File: src/rtl/pn9_dewhiten_pkg.sv
// Shared types and constants for the PN9 dewhitening receive deframer and the
// pn9_lfsr block it shares with the transmit whitener.
package pn9_dewhiten_pkg;

  typedef enum logic [1:0] {
    BT_NONE    = 2'd0,
    BT_PHR     = 2'd1,
    BT_PAYLOAD = 2'd2,
    BT_FCS     = 2'd3
  } byte_type_t;

  typedef enum logic [1:0] {
    ST_IDLE,
    ST_PHR,
    ST_PSDU,
    ST_DONE
  } rx_state_t;

  // PHR byte0 fields; bits 2:1 are reserved and never stored
  localparam int unsigned PHR_MS_BIT     = 0;
  localparam int unsigned PHR_FCS_BIT    = 3;
  localparam int unsigned PHR_DW_BIT     = 4;
  localparam int unsigned PHR_LEN_HI_LSB = 5;

  typedef struct packed {
    logic [2:0] len_hi;
    logic       dw;
    logic       fcs2;
    logic       ms;
  } phr0_t;

  // x^9 + x^5 + 1: output s[0], feed s[0]^s[5] into s[8]
  localparam int unsigned PN9_TAP_OUT = 0;
  localparam int unsigned PN9_TAP_FB  = 5;

  localparam logic [15:0] CRC16_POLY    = 16'h8408;
  localparam logic [15:0] CRC16_INIT    = '0;
  localparam logic [15:0] CRC16_RESIDUE = '0;
  localparam logic [31:0] CRC32_POLY    = 32'hEDB88320;
  localparam logic [31:0] CRC32_INIT    = '1;
  localparam logic [31:0] CRC32_RESIDUE = 32'hDEBB20E3;

  function automatic logic [15:0] crc16_byte(input logic [15:0] crc, input logic [7:0] b);
    logic [15:0] c;
    c = crc;
    for (int unsigned i = 0; i < 8; i++) begin
      if (c[0] ^ b[i]) c = (c >> 1) ^ CRC16_POLY;
      else             c = c >> 1;
    end
    return c;
  endfunction

  function automatic logic [31:0] crc32_byte(input logic [31:0] crc, input logic [7:0] b);
    logic [31:0] c;
    c = crc;
    for (int unsigned i = 0; i < 8; i++) begin
      if (c[0] ^ b[i]) c = (c >> 1) ^ CRC32_POLY;
      else             c = c >> 1;
    end
    return c;
  endfunction

endpackage

File: src/rtl/pn9_lfsr.sv
// PN9 whitening sequence generator: W output bits per enabled cycle, bit 0 first.
// Registered 9-bit state with synchronous load of SEED.
module pn9_lfsr
  import pn9_dewhiten_pkg::*;
#(
  parameter int unsigned W    = 1,
  parameter logic [8:0]  SEED = 9'h1FF
) (
  input  logic         clk,
  input  logic         rst_n,
  input  logic         load,
  input  logic         en,
  output logic [W-1:0] mask
);

  logic [8:0] state;
  logic [8:0] adv;

  always_comb begin
    adv  = state;
    mask = '0;
    for (int unsigned i = 0; i < W; i++) begin
      mask[i] = adv[PN9_TAP_OUT];
      adv     = {adv[PN9_TAP_OUT] ^ adv[PN9_TAP_FB], adv[8:1]};
    end
  end

  always_ff @(posedge clk or negedge rst_n) begin
    if (!rst_n)    state <= SEED;
    else if (load) state <= SEED;
    else if (en)   state <= adv;
  end

endmodule

File: src/rtl/pn9_dewhiten_deframer.sv
// SUN-FSK receive deframer: parses the 2-octet PHR, PN9-dewhitens the PSDU and
// emits tagged bytes. Define DEWHITEN_CRC_EN to add FCS checking and crc_ok.
module pn9_dewhiten_deframer
  import pn9_dewhiten_pkg::*;
#(
  parameter int unsigned IN_W     = 1,
  parameter int unsigned MAX_LEN  = 2047,
  parameter logic [8:0]  PN9_SEED = 9'h1FF
) (
  input  logic            clk,
  input  logic            rst_n,
  input  logic [IN_W-1:0] data_in,
  input  logic            data_in_valid,
  output logic [7:0]      data_out,
  output logic            data_out_valid,
  output logic [1:0]      data_out_type,
  output logic            frame_end,
  output logic            phr_err,
  output logic            frame_abort,
  output logic [10:0]     rx_len,
  output logic            rx_fcs2,
  output logic            rx_dw
`ifdef DEWHITEN_CRC_EN
  ,
  output logic            crc_ok
`endif
);

  localparam int unsigned BEATS     = 8 / IN_W;
  localparam logic [2:0]  LAST_BEAT = 3'(BEATS - 1);
  localparam logic [11:0] MAX_LEN_W = 12'(MAX_LEN);

  rx_state_t  state, state_n;
  logic [2:0] beat_cnt, beat_cnt_n;
  logic [7:0] byte_acc, byte_acc_n;
  phr0_t      phr0, phr0_n;
  logic       phr_hi, phr_hi_n;
  logic [10:0] rem_cnt, rem_n;
  logic [10:0] rx_len_n;
  logic        rx_fcs2_n, rx_dw_n;
  logic [7:0]  dout_n;
  logic        dv_n, fe_n, perr_n, abort_n;
  byte_type_t  type_n, out_type;

  logic [IN_W-1:0] pn_mask, beat_bits;
  logic [7:0]      assembled;
  logic            byte_done, lfsr_load, lfsr_en;
  logic [10:0]     len_dec, fcs_len_dec, fcs_len_cur;
  logic            phr_bad;

  pn9_lfsr #(
    .W    (IN_W),
    .SEED (PN9_SEED)
  ) u_lfsr (
    .clk   (clk),
    .rst_n (rst_n),
    .load  (lfsr_load),
    .en    (lfsr_en),
    .mask  (pn_mask)
  );

  // Byte assembly and PHR decode of the byte completing on this beat
  always_comb begin
    beat_bits = data_in;
    if (state == ST_PSDU && rx_dw) beat_bits = data_in ^ pn_mask;
    assembled = byte_acc;
    assembled[32'(beat_cnt) * IN_W +: IN_W] = beat_bits;
    byte_done   = (beat_cnt == LAST_BEAT);
    len_dec     = {phr0.len_hi, assembled};
    fcs_len_dec = phr0.fcs2 ? 11'd2 : 11'd4;
    fcs_len_cur = rx_fcs2 ? 11'd2 : 11'd4;
    phr_bad     = phr0.ms || ({1'b0, len_dec} > MAX_LEN_W) || (len_dec < fcs_len_dec);
  end

  always_comb begin
    state_n    = state;
    beat_cnt_n = beat_cnt;
    byte_acc_n = byte_acc;
    phr0_n     = phr0;
    phr_hi_n   = phr_hi;
    rem_n      = rem_cnt;
    rx_len_n   = rx_len;
    rx_fcs2_n  = rx_fcs2;
    rx_dw_n    = rx_dw;
    dout_n     = '0;
    dv_n       = 1'b0;
    type_n     = BT_NONE;
    fe_n       = 1'b0;
    perr_n     = 1'b0;
    abort_n    = 1'b0;
    lfsr_load  = 1'b0;
    lfsr_en    = 1'b0;

    case (state)
      ST_IDLE: begin
        if (data_in_valid) begin
          state_n   = ST_PHR;
          lfsr_load = 1'b1;
        end
      end
      ST_PHR, ST_PSDU: begin
        if (!data_in_valid) begin
          state_n    = ST_IDLE;
          abort_n    = 1'b1;
          beat_cnt_n = '0;
          byte_acc_n = '0;
          phr_hi_n   = 1'b0;
        end
      end
      ST_DONE: begin
        if (!data_in_valid) state_n = ST_IDLE;
      end
      default: state_n = ST_IDLE;
    endcase

    // The first valid beat in IDLE is already PHR data; DONE ignores beats
    if (data_in_valid && state != ST_DONE) begin
      beat_cnt_n = beat_cnt + 3'd1;
      byte_acc_n = assembled;
      lfsr_en    = (state == ST_PSDU);
      if (byte_done) begin
        beat_cnt_n = '0;
        byte_acc_n = '0;
        dv_n       = 1'b1;
        dout_n     = assembled;
        if (state == ST_PSDU) begin
          if (rem_cnt > fcs_len_cur) type_n = BT_PAYLOAD;
          else                       type_n = BT_FCS;
          rem_n = rem_cnt - 11'd1;
          if (rem_cnt == 11'd1) begin
            fe_n    = 1'b1;
            state_n = ST_DONE;
          end
        end else if (!phr_hi) begin
          type_n        = BT_PHR;
          phr_hi_n      = 1'b1;
          phr0_n.ms     = assembled[PHR_MS_BIT];
          phr0_n.fcs2   = assembled[PHR_FCS_BIT];
          phr0_n.dw     = assembled[PHR_DW_BIT];
          phr0_n.len_hi = assembled[PHR_LEN_HI_LSB +: 3];
        end else begin
          type_n    = BT_PHR;
          phr_hi_n  = 1'b0;
          rx_len_n  = len_dec;
          rx_fcs2_n = phr0.fcs2;
          rx_dw_n   = phr0.dw;
          rem_n     = len_dec;
          perr_n    = phr_bad;
          state_n   = phr_bad ? ST_DONE : ST_PSDU;
        end
      end
    end
  end

  always_ff @(posedge clk or negedge rst_n) begin
    if (!rst_n) begin
      state          <= ST_IDLE;
      beat_cnt       <= '0;
      byte_acc       <= '0;
      phr0           <= '0;
      phr_hi         <= 1'b0;
      rem_cnt        <= '0;
      rx_len         <= '0;
      rx_fcs2        <= 1'b0;
      rx_dw          <= 1'b0;
      data_out       <= '0;
      data_out_valid <= 1'b0;
      out_type       <= BT_NONE;
      frame_end      <= 1'b0;
      phr_err        <= 1'b0;
      frame_abort    <= 1'b0;
    end else begin
      state          <= state_n;
      beat_cnt       <= beat_cnt_n;
      byte_acc       <= byte_acc_n;
      phr0           <= phr0_n;
      phr_hi         <= phr_hi_n;
      rem_cnt        <= rem_n;
      rx_len         <= rx_len_n;
      rx_fcs2        <= rx_fcs2_n;
      rx_dw          <= rx_dw_n;
      data_out       <= dout_n;
      data_out_valid <= dv_n;
      out_type       <= type_n;
      frame_end      <= fe_n;
      phr_err        <= perr_n;
      frame_abort    <= abort_n;
    end
  end

  assign data_out_type = out_type;

`ifdef DEWHITEN_CRC_EN
  logic [15:0] crc16_q, crc16_n;
  logic [31:0] crc32_q, crc32_n;
  logic        crc_ok_n;

  // Both CRCs run on every PSDU byte; rx_fcs2 picks the one judged at the end
  always_comb begin
    crc16_n  = crc16_q;
    crc32_n  = crc32_q;
    crc_ok_n = 1'b0;
    if (lfsr_load) begin
      crc16_n = CRC16_INIT;
      crc32_n = CRC32_INIT;
    end else if (state == ST_PSDU && data_in_valid && byte_done) begin
      crc16_n = crc16_byte(crc16_q, assembled);
      crc32_n = crc32_byte(crc32_q, assembled);
      if (rem_cnt == 11'd1)
        crc_ok_n = rx_fcs2 ? (crc16_n == CRC16_RESIDUE) : (crc32_n == CRC32_RESIDUE);
    end
  end

  always_ff @(posedge clk or negedge rst_n) begin
    if (!rst_n) begin
      crc16_q <= CRC16_INIT;
      crc32_q <= CRC32_INIT;
      crc_ok  <= 1'b0;
    end else begin
      crc16_q <= crc16_n;
      crc32_q <= crc32_n;
      crc_ok  <= crc_ok_n;
    end
  end
`endif

endmodule

File: config.mk
export PLATFORM = sky130hd
export DESIGN_NAME = pn9_dewhiten_deframer
export DESIGN_NICKNAME = d
export VERILOG_FILES = /design/src/rtl/pn9_dewhiten_pkg.sv /design/src/rtl/pn9_lfsr.sv /design/src/rtl/pn9_dewhiten_deframer.sv
export SDC_FILE = /design/constraint.sdc
export NUM_CORES = 1
export LEC_CHECK = 0
export ABC_AREA = 1
export BUFFER_PORTS_ARGS = -buffer_cell sky130_fd_sc_hd__buf_2
export CORE_UTILIZATION = 60
export DETAILED_ROUTE_END_ITERATION = 16
export GPL_TIMING_DRIVEN = 1
export PLACE_DENSITY = 0.9
export SLEW_MARGIN = 20
export SYNTH_ARGS = -nofsm -noshare
export SYNTH_HDL_FRONTEND = slang
export SYNTH_SLANG_ARGS = --single-unit
File: constraint.sdc
create_clock -name clk -period 5.2 [get_ports clk]
set_input_delay 0.52 -clock clk [delete_from_list [all_inputs] [get_ports clk]]
set_output_delay 0.52 -clock clk [all_outputs]
set_load 0.01 [all_outputs]
-- After elaboration in Yosys (flattened, before gate mapping)
Index checks and enable logic that the tools add are counted.
- bits in registers: 67
- input port bits: 4
- logic and storage cells: 102
- add/sub/neg operators: 3
- magnitude comparators: 2
- eq/ne operators: 7
- shift operators: 2
- muxes and demuxes: 52
- bitwise operators: 4
- reductions and logical operators: 13
- operator list (operator ; number):
    2-to-1 mux 8 bit ; 6
    negation 3 -> 34 bit ; 1
    variable shift 1 x 34 -> 8 bit, first input constant ; 1
    indexed part select 1 x 34 -> 8 bit ; 1
    2-to-1 mux 1 bit ; 24
    2-to-1 mux 11 bit ; 2
    2-to-1 mux 2 bit ; 10
    2-to-1 mux 3 bit ; 6
    2-to-1 mux 9 bit ; 2
    equality test 11 x 1 -> 1 bit, second input constant ; 1
    greater-than comparator 11 x 3 -> 1 bit ; 1
    < comparator 11 x 3 -> 1 bit ; 1
    subtractor 11 x 1 -> 11 bit, second input constant ; 1
    bitwise mux 8 bit ; 1
    AND reduction 4 bit ; 2
    nonzero test 2 bit ; 3
    equality test 2 bit, second input constant ; 2
    case mux 2 bit (2 select lines) ; 1
    adder 3 x 1 -> 3 bit, second input constant ; 1
    equality test 3 bit, second input constant ; 1
    AND reduction 3 bit ; 1
    OR reduction 3 bit ; 1
    equality test 2 x 1 -> 1 bit, second input constant ; 1
    logical AND 1 bit ; 2
    other kinds (8) ; 10

-- Logic depth before layout (Yosys ltp)
Gate-level depths: netlist (run 1).
- word-level depth: 12
- mapped depth: 15
- depth with buffers taken out: 15

-- Cells and area by module
Synthesis (run 1) repeated with hierarchy kept, for this count alone.
- cell total of the unflattened synthesis: 388
- area total of the unflattened synthesis: 3320.7 µm²
- by module, submodules not included (module ; times used ; cells each ; area each (µm²) ; sequential area each (µm²)):
    pn9_dewhiten_deframer ; 1 ; 346 ; 2939.1 ; 1451.4
    pn9_lfsr ; 1 ; 42 ; 381.6 ; 236.5

-- Least setup slack after synthesis (run 1)
No wires, ideal clock.
- path kind: register to register
- start point: register beat_cnt[0]
- end point: register state[0]
- library setup time: 73 ps
- arrival: 2316 ps
- slack: 2811 ps
- stages on the path, launching flop included: 15
- buffers on the path: 0
- period minus slack after synthesis: 2389 ps
- path through: dfrtp_1 inv_2 ha_1 ha_1 nand2_1 nor2_1 o21ai_0 ha_1 nor4_1 nand3_1 nor2_1 nand3_1 nand2_1 nand2_1 a21oi_2
- longest elaborated chain between the ends: 10
- elaborated cells between the ends (all ways): 12
- RTL lines (item ; RTL line ; text):
    start: declaration ; pn9_dewhiten_deframer.sv:34 ; logic [2:0] beat_cnt, beat_cnt_n;
    start signal: assignment ; pn9_dewhiten_deframer.sv:174 ; beat_cnt <= beat_cnt_n;
    negation 3 -> 34 bit (*) ; pn9_dewhiten_deframer.sv:67 ; assembled[32'(beat_cnt) * IN_W +: IN_W] = beat_bits;
    indexed part select 1 x 34 -> 8 bit or variable shift 1 x 34 -> 8 bit (tied branches) ; pn9_dewhiten_deframer.sv:67 ;
    bitwise mux 8 bit (*) ; pn9_dewhiten_deframer.sv:67 ;
    net assembled[2] ; pn9_dewhiten_deframer.sv:46 ; logic [7:0] assembled;
    < comparator 11 x 3 -> 1 bit (*) ; pn9_dewhiten_deframer.sv:72 ; phr_bad = phr0.ms || ({1'b0, len_dec} > MAX_LEN_W) || (len_dec < fcs_len_dec);
    logical OR 1 bit (*) ; pn9_dewhiten_deframer.sv:72 ;
    2-to-1 mux 1 bit (*) ; pn9_dewhiten_deframer.sv:149 ; state_n = phr_bad ? ST_DONE : ST_PSDU;
    2-to-1 mux 2 bit (*) ; pn9_dewhiten_deframer.sv:134 ; end else if (!phr_hi) begin
    2-to-1 mux 2 bit (*) ; pn9_dewhiten_deframer.sv:126 ; if (state == ST_PSDU) begin
    2-to-1 mux 2 bit (*) ; pn9_dewhiten_deframer.sv:121 ; if (byte_done) begin
    2-to-1 mux 2 bit (*) ; pn9_dewhiten_deframer.sv:117 ; if (data_in_valid && state != ST_DONE) begin
    net state_n[0] ; pn9_dewhiten_deframer.sv:33 ; rx_state_t state, state_n;
    end signal: assignment ; pn9_dewhiten_deframer.sv:173 ; state <= state_n;
    end: declaration ; pn9_dewhiten_deframer.sv:33 ;
The timed path passes the listed nets; every way through them passes the cells marked *.
A chain may end at the register's enable or synchronous reset.

-- Final worst setup path (run 1)
- start point: register state[0]
- end point: register state[0]
- longest elaborated chain between the ends: 12
- elaborated cells between the ends (all ways): 22
- RTL lines (item ; RTL line ; text):
    equality test 2 bit ; pn9_dewhiten_deframer.sv:65 ; if (state == ST_PSDU && rx_dw) beat_bits = data_in ^ pn_mask;
    logical AND 1 bit ; pn9_dewhiten_deframer.sv:65 ;
    2-to-1 mux 1 bit ; pn9_dewhiten_deframer.sv:65 ;
    indexed part select 1 x 34 -> 8 bit ; pn9_dewhiten_deframer.sv:67 ;
    bitwise mux 8 bit ; pn9_dewhiten_deframer.sv:67 ;
    net assembled[2] ; pn9_dewhiten_deframer.sv:46 ;
    < comparator 11 x 3 -> 1 bit ; pn9_dewhiten_deframer.sv:72 ;
    logical OR 1 bit ; pn9_dewhiten_deframer.sv:72 ;
    2-to-1 mux 1 bit ; pn9_dewhiten_deframer.sv:149 ;
    2-to-1 mux 2 bit ; pn9_dewhiten_deframer.sv:134 ;
    2-to-1 mux 2 bit ; pn9_dewhiten_deframer.sv:126 ;
    2-to-1 mux 2 bit ; pn9_dewhiten_deframer.sv:121 ;
    2-to-1 mux 2 bit ; pn9_dewhiten_deframer.sv:117 ;
    net state_n[0] ; pn9_dewhiten_deframer.sv:33 ;
The timed path passes the listed nets, and every way through them passes these cells.

==> key figures, run 1 <==
Synth
  • Post-Syn Area per Cell: 8.549 um2
  • Synth Warn #: 0
  • Post-synth EDFFs: 0
  • Cell area after synthesis: 0.003317 mm2
  • Post-Syn Nets: 408
  • Seq/Total Area, Yosys: 0.5089
  • Mapped Cells: 388
  • #FFs+latches synth: 67
  • Synth area leader: dfrtp_1
  • Library cells used by synthesis: 36
  • Top post-synthesis cells by area: dfrtp_1, nand2_1, dfstp_2, o21ai_0, ha_1
  • Fraction of registers with async set/reset: 1.000
  • Post-synth top area share: 0.4376
  • Most used flip-flop cell after synthesis: dfrtp_1

Timing
  • Setup Total Neg Slack: 0 ns
  • Relative slew slack: 0.4537
  • RSZ-0062 raised after global routing: false
  • Fin crit share: 0.5555
  • Fmax: 346.2 MHz
  • Final hold violations: 0
  • Setup-failing EPs final: 0
  • Hold slack: 0.3329 ns
  • Actual slew at the worst max-slew pin: 0.8194 ns
  • Final setup skew: 0.009367 ns
  • Minimum clock period: 2.889 ns
  • Max Slew Vio Count: 0

Place
  • Placed cells: 478
  • GP Congestion: 0.9469
  • DP HPWL: 5.122 mm
  • Port Buffers: 30

Floorplanning
  • Die W: 76.35 um
  • Core Rows: 26
  • Initial Util: 0.6373
  • Total core area: 0.005205 mm2
  • Die H: 76.35 um
  • IO Pins: 31
  • Die area: 0.005829 mm2

Global routing
  • Largest net degree at the start of global routing: 68
  • Initial antenna violation count: 0
  • First-pass GRT wire length: 12.61 mm
  • Total GRT Usage: 0.2809
  • Final global-route overflow total: 0
  • Number of global-route vias before repair: 2670

Critical path
  • Worst setup EP type: flip-flop
  • Critical Path RT: 5.49 ns
  • Crit path launch type: flip-flop
  • Critical path peak fanout: 21
  • Crit path DAT: 3.18 ns
  • Setup CP Type: flip-flop to flip-flop

Power and ir drop
  • P_sw: 0.6659 mW
  • Comb power frac: 0.322
  • VDD IR max: 0.3331 mV
  • Sw Ratio: 0.3874
  • Leak: 1.853 nW
  • Total power per unit cell area: 460.6 mW/mm2
  • Internal cell power: 1.053 mW
  • Total Power: 1.719 mW
  • Clock power frac: 0.285
  • Sequential share of power: 0.393

Clock tree
  • H-tree Lvls: 3
  • Clock root cell: clkbuf_8
  • CTS Buf Count: 9
  • Sinks on Clock Net: 67
  • Post CTS Setup Buffer Count: 0
  • Worst skew pair latency: 0.35 ns
  • PostCTS Resize Cnt: 0
  • TritonCTS clock tree: done
  • CTS clk-pin slew, worst paths: 0.08 ns
  • # hold bufs at CTS: 0
  • Clock buffer depth: 2

Routing
  • DR pass1 iterations: 5
  • Drt total wl: 7.484 mm
  • Wire per inst: 15.15 um
  • Residual DRC: 0
  • Routed Antenna Nets: 0
  • Vias: 2823
  • Vias per cell: 5.715
  • 1st-iter DRT viols: 314

Job
  • Max-Cap Viols: 0

Final layout
  • Final cell count without fillers: 494
  • Layout cells sized above 1: 0.1745
  • Final net count: 439
  • # diodes: 0
  • Area Growth Syn to Fin: 12.52%
  • Filler cells: 401
  • Final Util: 0.7171

Hold path
  • Worst hold path type: input pin to async pin

Run status
  • Outcome: finished, final reports clean
Yosys cell counts (7+ instances only):
| library cell | n |
|---|---|
| inv_1 | 43 |
| dfstp_2 | 9 |
| a21oi_1 | 9 |
| o21ai_0 | 46 |
| inv_2 | 7 |
| nand3_1 | 23 |
| nor2_1 | 39 |
| o22ai_1 | 7 |
| nand2_1 | 83 |
| ha_1 | 16 |
| dfrtp_1 | 58 |
through the flow:
stage	instance area, um2	setup WS (ns)
4_1_cts	3732	2.347
5_1_grt	3732	2.004
6_report	3732	2.311
2_1_floorplan	3317	2.811
3_5_place_dp	3507	2.454
3_3_place_gp	3507	2.563
worst paths after layout:
check | startpoint | to | slack [ns] | cells after the start
hold / removal | rst_n | rem_cnt[5]$_DFFE_PN0P_ | 0.33 | 2
setup / recovery | state[0]$_DFF_PN0_ | state[0]$_DFF_PN0_ | 2.31 | 15
min in group clk | rx_len[9]$_DFFE_PN0P_ | rx_len[9]$_DFFE_PN0P_ | 0.48 | 2
hold reg to reg | rx_len[9]$_DFFE_PN0P_ | rx_len[9]$_DFFE_PN0P_ | 0.48 | 2
max in group asynchronous | rst_n | byte_acc[4]$_DFFE_PN0P_ | 4.32 | 2
setup reg to reg | state[0]$_DFF_PN0_ | state[0]$_DFF_PN0_ | 2.31 | 15
layer usage:
metal / GRT usage / wire length [um] / vias up
met1: 0.3672 / 3112 / 1339
li1: - / - / 1332
met2: 0.4486 / 3620 / 131
met4: 0.1365 / 194 / 0
met3: 0.05749 / 557 / 21
met5: 0 / 0 / -
cells in the final DEF (no fill, tap or decap), types with 16 or more instances in the layout:
master,count
nand2_1,83
dfrtp_1,58
o21ai_0,46
inv_1,43
nor2_1,39
buf_2,30
nand3_1,23
ha_1,16
sequential cells by signal, indices dropped and copies added, names as in the netlist, 3 cells and up:
signal,flops
phr0,3
len_dec,3
u_lfsr.state,9
byte_acc,8
rx_len,11
rem_cnt,11
data_out,8
beat_cnt,3
power by group through the flow:
stage,clock (mW),combinational (mW),sequential [mW]
global placement,0,0.511,0.678
global route,0.513,0.626,0.684
floorplan,0,0.386,0.673
finish,0.489,0.554,0.676
detailed placement,0,0.530,0.683
CTS,0.492,0.547,0.674
layout make-up:
type	instances	area, um2	share of cell area
clock inverters	7	101.3	0.02715
repair buffers	31	157.7	0.04224
flip-flops and latches	67	1688	0.4522
clock buffers	9	123.9	0.03319
inverters	51	191.4	0.05129
well taps	70	87.58	0.02347
multi-input cells	259	1383	0.3704
worst max-delay path, stage by stage, from the launching register on:
cell,delay [ns]
dfrtp_1,0.39
inv_1,0.13
ha_1,0.60
nand3_1,0.16
nand2_1,0.09
nand2_1,0.11
nand3_1,0.11
o21ai_0,0.16
ha_1,0.22
nor4_1,0.27
nand3_1,0.11
nor2_1,0.12
nand3_1,0.11
nand2_1,0.09
nand2_1,0.06
a21oi_2,0.11
cell families (layout without fill, tap and decap cells):
kind of cell               Yosys count  after routing  share of synthesized area
AOI/OAI and AO/OA                   78             78                     0.1343
xor gates and xnor gates             2              2                   0.005282
adders and majority gates           16             16                    0.06035
buffers and inverters               62             98                    0.07431
DFF                                 67             67                     0.5089
and+or+nand+nor                    163            163                     0.2169
(Power assumes the default switching activity.)
==> run 2: changes to the inputs <==
CORE_UTILIZATION = 59   (was 60)
PLACE_DENSITY = 0.88   (was 0.9)
clock period = 2.9 ns   (was 5.2 ns; I/O delays follow)
==> run 2 against run 1 <==
  * Sequential cell count stayed put
  * First-iteration DRC count is 16% lower
  * Global-route usage is 1.2 points higher
  * Critical endpoint unchanged
  * Clock power is 38% higher
  * Design area is 1.0% lower
  * Critical path type unchanged
  * Clock-buffer cell count stayed put
  * Register-to-register slack worse by 2.0 ns
  * Die area is 1.7% higher
  * Power is 69% higher
  * Sequential share of layout area is 0.49 points higher
  * Utilization is 1.6 points lower
  * Routed wire length is 5.3% higher
==> key figures, run 2 (synthesized netlist as in run 1, its figures left out) <==
Timing
  • Relative slew slack: 0.4893
  • Setup Total Neg Slack: 0 ns
  • Final hold violations: 0
  • Minimum clock period: 2.621 ns
  • Fin crit share: 0.9037
  • RSZ-0062 raised after global routing: false
  • Setup-failing EPs final: 0
  • Final setup skew: 0.008338 ns
  • Max Slew Vio Count: 0
  • Actual slew at the worst max-slew pin: 0.7633 ns
  • Fmax: 381.6 MHz

Floorplanning
  • Die area: 0.005926 mm2
  • IO Pins: 31
  • Die H: 76.98 um
  • Initial Util: 0.6294
  • Core Rows: 26
  • Die W: 76.98 um
  • Total core area: 0.005270 mm2

Final layout
  • Most frequent cells in the layout: nand2_1, dfrtp_1, o21ai_0
  • Top flop regs: rem_cnt x11, rx_len x11, u_lfsr.state x9
  • Area Growth Syn to Fin: 11.39%
  • Final instance area: 0.003695 mm2
  • # diodes: 0
  • Final net count: 441
  • Commonest non-fill, non-tap cell in the layout: nand2_1
  • Layout cells sized above 1: 0.1831

Routing
  • Drt total wl: 7.878 mm
  • Vias per cell: 5.758
  • Vias: 2856
  • DR pass1 iterations: 5
  • Residual DRC: 0
  • Wire per inst: 15.88 um
  • Routed Antenna Nets: 0
  • 1st-iter DRT viols: 264

Clock tree
  • Clock root cell: clkbuf_8
  • CTS clk-pin slew, worst paths: 0.07 ns
  • CTS Buf Count: 9
  • H-tree Lvls: 3
  • Worst skew pair latency: 0.35 ns
  • Sinks on Clock Net: 67
  • Post CTS Setup Buffer Count: 0
  • TritonCTS clock tree: done
  • Clock buffer depth: 2

Place
  • Placed cell areas: 0.003522 mm2
  • DP HPWL: 5.464 mm
  • Port Buffers: 30
  • GP Congestion: 0.9021

Run status
  • Outcome: finished, final reports clean

Global routing
  • Final global-route overflow total: 0
  • Largest net degree at the start of global routing: 34
  • Initial antenna violation count: 0
  • GRT met3 Usage: 0.05952
  • Number of global-route vias before repair: 2792
  • Met1 Usage GRT: 0.3674
  • Met2 Use GR: 0.4804
  • First-pass GRT wire length: 13.15 mm
  • Total GRT Usage: 0.2928
  • Most crowded layer after global routing: met2

Critical path
  • Critical Path RT: 3.19 ns
  • Worst setup EP type: flip-flop
  • RR Startpoint: beat_cnt[0]$_DFFE_PN0P_
  • Crit path DAT: 2.91 ns
  • Crit path launch type: flip-flop
  • Setup CP Type: flip-flop to flip-flop
  • Critical path peak fanout: 7
  • FF-to-FF End: state[0]$_DFF_PN0_
  • Depth of the worst register-to-register path: 14
  • Setup slack, reg-to-reg: 0.28 ns

Power and ir drop
  • Total Power: 2.899 mW
  • VDD IR max: 0.5802 mV
  • Total power per unit cell area: 784.7 mW/mm2
  • Leak: 1.843 nW

Job
  • Max-Cap Viols: 0

Hold path
  • Worst hold path type: input pin to async pin
run 2: report_power, final:
part / total, mW / switching, mW / internal [mW]
clock: 0.675 / 0.369 / 0.306
combinational: 1.01 / 0.701 / 0.309
sequential: 1.21 / 0.118 / 1.10
run 2: worst max path at each step:
stage | end | from | slack (ns)
after global routing | state[0]$_DFF_PN0_ | beat_cnt[0]$_DFFE_PN0P_ | 0.03
after global placement | state[0]$_DFF_PN0_ | beat_cnt[0]$_DFFE_PN0P_ | 0.36
after floorplan | state[0]$_DFF_PN0_ | beat_cnt[0]$_DFFE_PN0P_ | 0.51
after CTS | state[0]$_DFF_PN0_ | beat_cnt[0]$_DFFE_PN0P_ | 0.20
final | state[0]$_DFF_PN0_ | beat_cnt[0]$_DFFE_PN0P_ | 0.28
after detailed placement | state[0]$_DFF_PN0_ | beat_cnt[0]$_DFFE_PN0P_ | 0.23
run 2: area by class of cell:
type	instances	area, um2
Timing Repair Buffer	33	172.7
Tap cell	70	87.58
Inverter	51	191.4
Clock inverter	7	45.04
Multi-Input combinational cell	259	1385
Fill cell	415	1575
Clock buffer	9	123.9
Sequential cell	67	1689
run 2: stage by stage:
stage | hold WS, ns | util | cells | setup WS, ns
6_report | 0.003672 | 0.7011 | 496 | 0.2793
4_1_cts | 0.03335 | 0.7004 | 496 | 0.2011
5_1_grt | 0.06831 | 0.7011 | 496 | 0.02675
3_5_place_dp | 0.4062 | 0.6683 | 480 | 0.2322
2_1_floorplan | -0.005591 | - | 388 | 0.5108
3_3_place_gp | 0.3951 | 0.6683 | 480 | 0.3633
run 2: per-layer routing:
layer | wire, um | part of all wire | vias up
li1 | - | - | 1330
met1 | 3348 | 0.42 | 1388
met2 | 3792 | 0.48 | 116
met3 | 529 | 0.067 | 22
met4 | 208 | 0.026 | 0
met5 | 0 | 0 | -
run 2: timing repair:
item,4_1_cts,5_1_grt
hold buffers,0,0
hold endpoints to repair,0,0
endpoints found under the setup margin,0,1
gates resized for setup,0,2
run 2: worst max-delay path, cell delays in order (launching register included):
cell     delay, ns
dfrtp_2       0.42
inv_2         0.09
ha_1          0.21
ha_2          0.41
nand2_1       0.07
nor2_1        0.15
o21ai_0       0.18
ha_1          0.24
nor4_1        0.26
nand3_1       0.10
nor2_1        0.09
nand3_1       0.09
nand2_1       0.07
nand2_1       0.06
a21oi_2       0.11
==> run 3: changes to the inputs <==
CTS_BUF_LIST = sky130_fd_sc_hd__clkbuf_16   (was unset)
==> run 3 against run 2 <==
  * Via count decreased by 0.74%
  * Cell count did not move
  * Die area unchanged
  * Utilization increased by 1.9 points
  * First-iteration DRC count increased by 11%
  * Register-to-register slack about the same
  * Global-route usage grew 0.18 points
  * Worst hold slack gained 0.020 ns
  * Sequential share of layout area fell by 1.2 points
  * Design area increased by 2.7%
  * Clock skew shrank 0.0023 ns
==> key figures, run 3 (synthesized netlist as in run 1, its figures left out) <==
Global routing
  • Initial antenna violation count: 0
  • Met1 Usage GRT: 0.3778
  • Number of global-route vias before repair: 2780
  • First-pass GRT wire length: 13.22 mm
  • Total GRT Usage: 0.2947
  • Largest net degree at the start of global routing: 34
  • Most crowded layer after global routing: met2
  • Final global-route overflow total: 0
  • GRT met3 Usage: 0.06667
  • Met2 Use GR: 0.4705

Power and ir drop
  • VDD IR max: 0.7230 mV
  • Total Power: 3.208 mW
  • Total power per unit cell area: 845.0 mW/mm2
  • Leak: 1.889 nW

Job
  • Max-Cap Viols: 0

Floorplanning
  • Die area: 0.005926 mm2
  • Initial Util: 0.6294
  • Die W: 76.98 um
  • Die H: 76.98 um
  • Core Rows: 26
  • Total core area: 0.005270 mm2
  • IO Pins: 31

Critical path
  • Delay-heaviest family, CP: simple AND/OR/NAND/NOR gates
  • CP peak stage delay: 0.42 ns
  • End of the critical path: state[0]$_DFF_PN0_
  • Setup slack, reg-to-reg: 0.28 ns
  • Critical Path RT: 3.16 ns
  • Critical Path Source: beat_cnt[0]$_DFFE_PN0P_
  • Slowest cell on crit path: dfrtp_2
  • WP buf/inv: 1
  • Depth of the worst register-to-register path: 14
  • Worst path depth: 14
  • Setup CP Type: flip-flop to flip-flop
  • Critical path peak fanout: 7
  • RR Startpoint: beat_cnt[0]$_DFFE_PN0P_
  • Worst setup EP type: flip-flop
  • Worst-path cell chain: inv_2 -> ha_1 -> ha_2 -> nand2_1 -> nor2_1 -> o21ai_0 -> ha_1 -> nor4_1 -> nand3_1 -> nor2_1 -> nand3_1 -> nand2_1 -> nand2_1 -> a21oi_2
  • Crit path DAT: 2.88 ns
  • Crit path launch type: flip-flop
  • Critical Path Most Common Cell: nand2_1
  • FF-to-FF End: state[0]$_DFF_PN0_

Routing
  • Wire per inst: 15.81 um
  • 1st-iter DRT viols: 293
  • Vias: 2835
  • DR pass1 iterations: 4
  • Drt total wl: 7.843 mm
  • Routed Antenna Nets: 0
  • Vias per cell: 5.716
  • Residual DRC: 0

Clock tree
  • Sinks on Clock Net: 67
  • # hold bufs at CTS: 0
  • Worst skew pair latency: 0.34 ns
  • H-tree Lvls: 3
  • Post CTS Setup Buffer Count: 0
  • CTS clk-pin slew, worst paths: 0.05 ns
  • Clock buffer depth: 2
  • CTS Buf Count: 9
  • Clock root cell: clkbuf_16
  • TritonCTS clock tree: done

Final layout
  • Area Growth Syn to Fin: 14.45%
  • Most frequent cells in the layout: nand2_1, dfrtp_1, o21ai_0
  • Commonest non-fill, non-tap cell in the layout: nand2_1
  • Final net count: 441
  • Top flop regs: rem_cnt x11, rx_len x11, u_lfsr.state x9
  • # diodes: 0
  • Layout cells sized above 1: 0.1831

Timing
  • RSZ-0062 raised after global routing: false
  • Actual slew at the worst max-slew pin: 0.7399 ns
  • Max Slew Vio Count: 0
  • Fmax: 382.1 MHz
  • Setup-failing EPs final: 0
  • Relative slew slack: 0.5068
  • Final hold violations: 0
  • Setup Total Neg Slack: 0 ns
  • Final setup skew: 0.006044 ns
  • Minimum clock period: 2.617 ns
  • Fin crit share: 0.9025

Place
  • DP HPWL: 5.464 mm
  • GP Congestion: 0.9021
  • Port Buffers: 30

Run status
  • Outcome: finished, final reports clean

Hold path
  • Worst hold path type: input pin to async pin
==> run 3: per-stage QoR <==
step	cells	hold WS (ns)	worst slack (ns)	area, um2	utilization
after floorplan	388	-0.005591	0.5108	3317	-
after global placement	480	0.3951	0.3633	3522	0.6683
after detailed placement	480	0.4062	0.2322	3522	0.6683
after CTS	496	0.05287	0.2094	3792	0.7196
after global routing	496	0.08327	0.04231	3796	0.7203
final	496	0.02346	0.2827	3796	0.7203
==> run 3: cell type report <==
class	count	area [um2]
clock buffers	9	225.2
clock inverters	7	45.04
fillers	393	1474
inverters	51	191.4
multi-input cells	259	1385
flip-flops and latches	67	1689
well taps	70	87.58
repair buffers	33	172.7
==> run 3: what timing repair did <==
item | in CTS | in global routing
hold endpoints to repair | 0 | 0
setup endpoints to repair | 0 | 1
gates resized for setup | 0 | 2
==> run 3: worst min-delay path by stage <==
stage	from	end	slack (ns)	depth (start not counted)
2_1_floorplan	rst_n	beat_cnt[0]$_DFFE_PN0P_	-0.006	0
3_3_place_gp	rst_n	rem_cnt[2]$_DFFE_PN0P_	0.40	1
3_5_place_dp	rst_n	frame_abort$_DFF_PN0_	0.41	1
4_1_cts	rst_n	data_out_valid$_DFF_PN0_	0.05	1
5_1_grt	rst_n	rx_fcs2$_DFFE_PN0P_	0.08	1
6_report	rst_n	frame_abort$_DFF_PN0_	0.02	1
==> run 3: where the power goes <==
| group | total, mW | internal (mW) | switching (mW) |
|---|---|---|---|
| combinational | 1.01 | 0.309 | 0.701 |
| sequential | 1.22 | 1.10 | 0.117 |
| clock | 0.982 | 0.574 | 0.409 |
==> run 3: metal layers <==
metal / routed length, um / vias to the layer above
met5: 0 / -
met4: 173 / 0
met3: 482 / 18
met2: 3808 / 99
met1: 3378 / 1378
li1: - / 1340
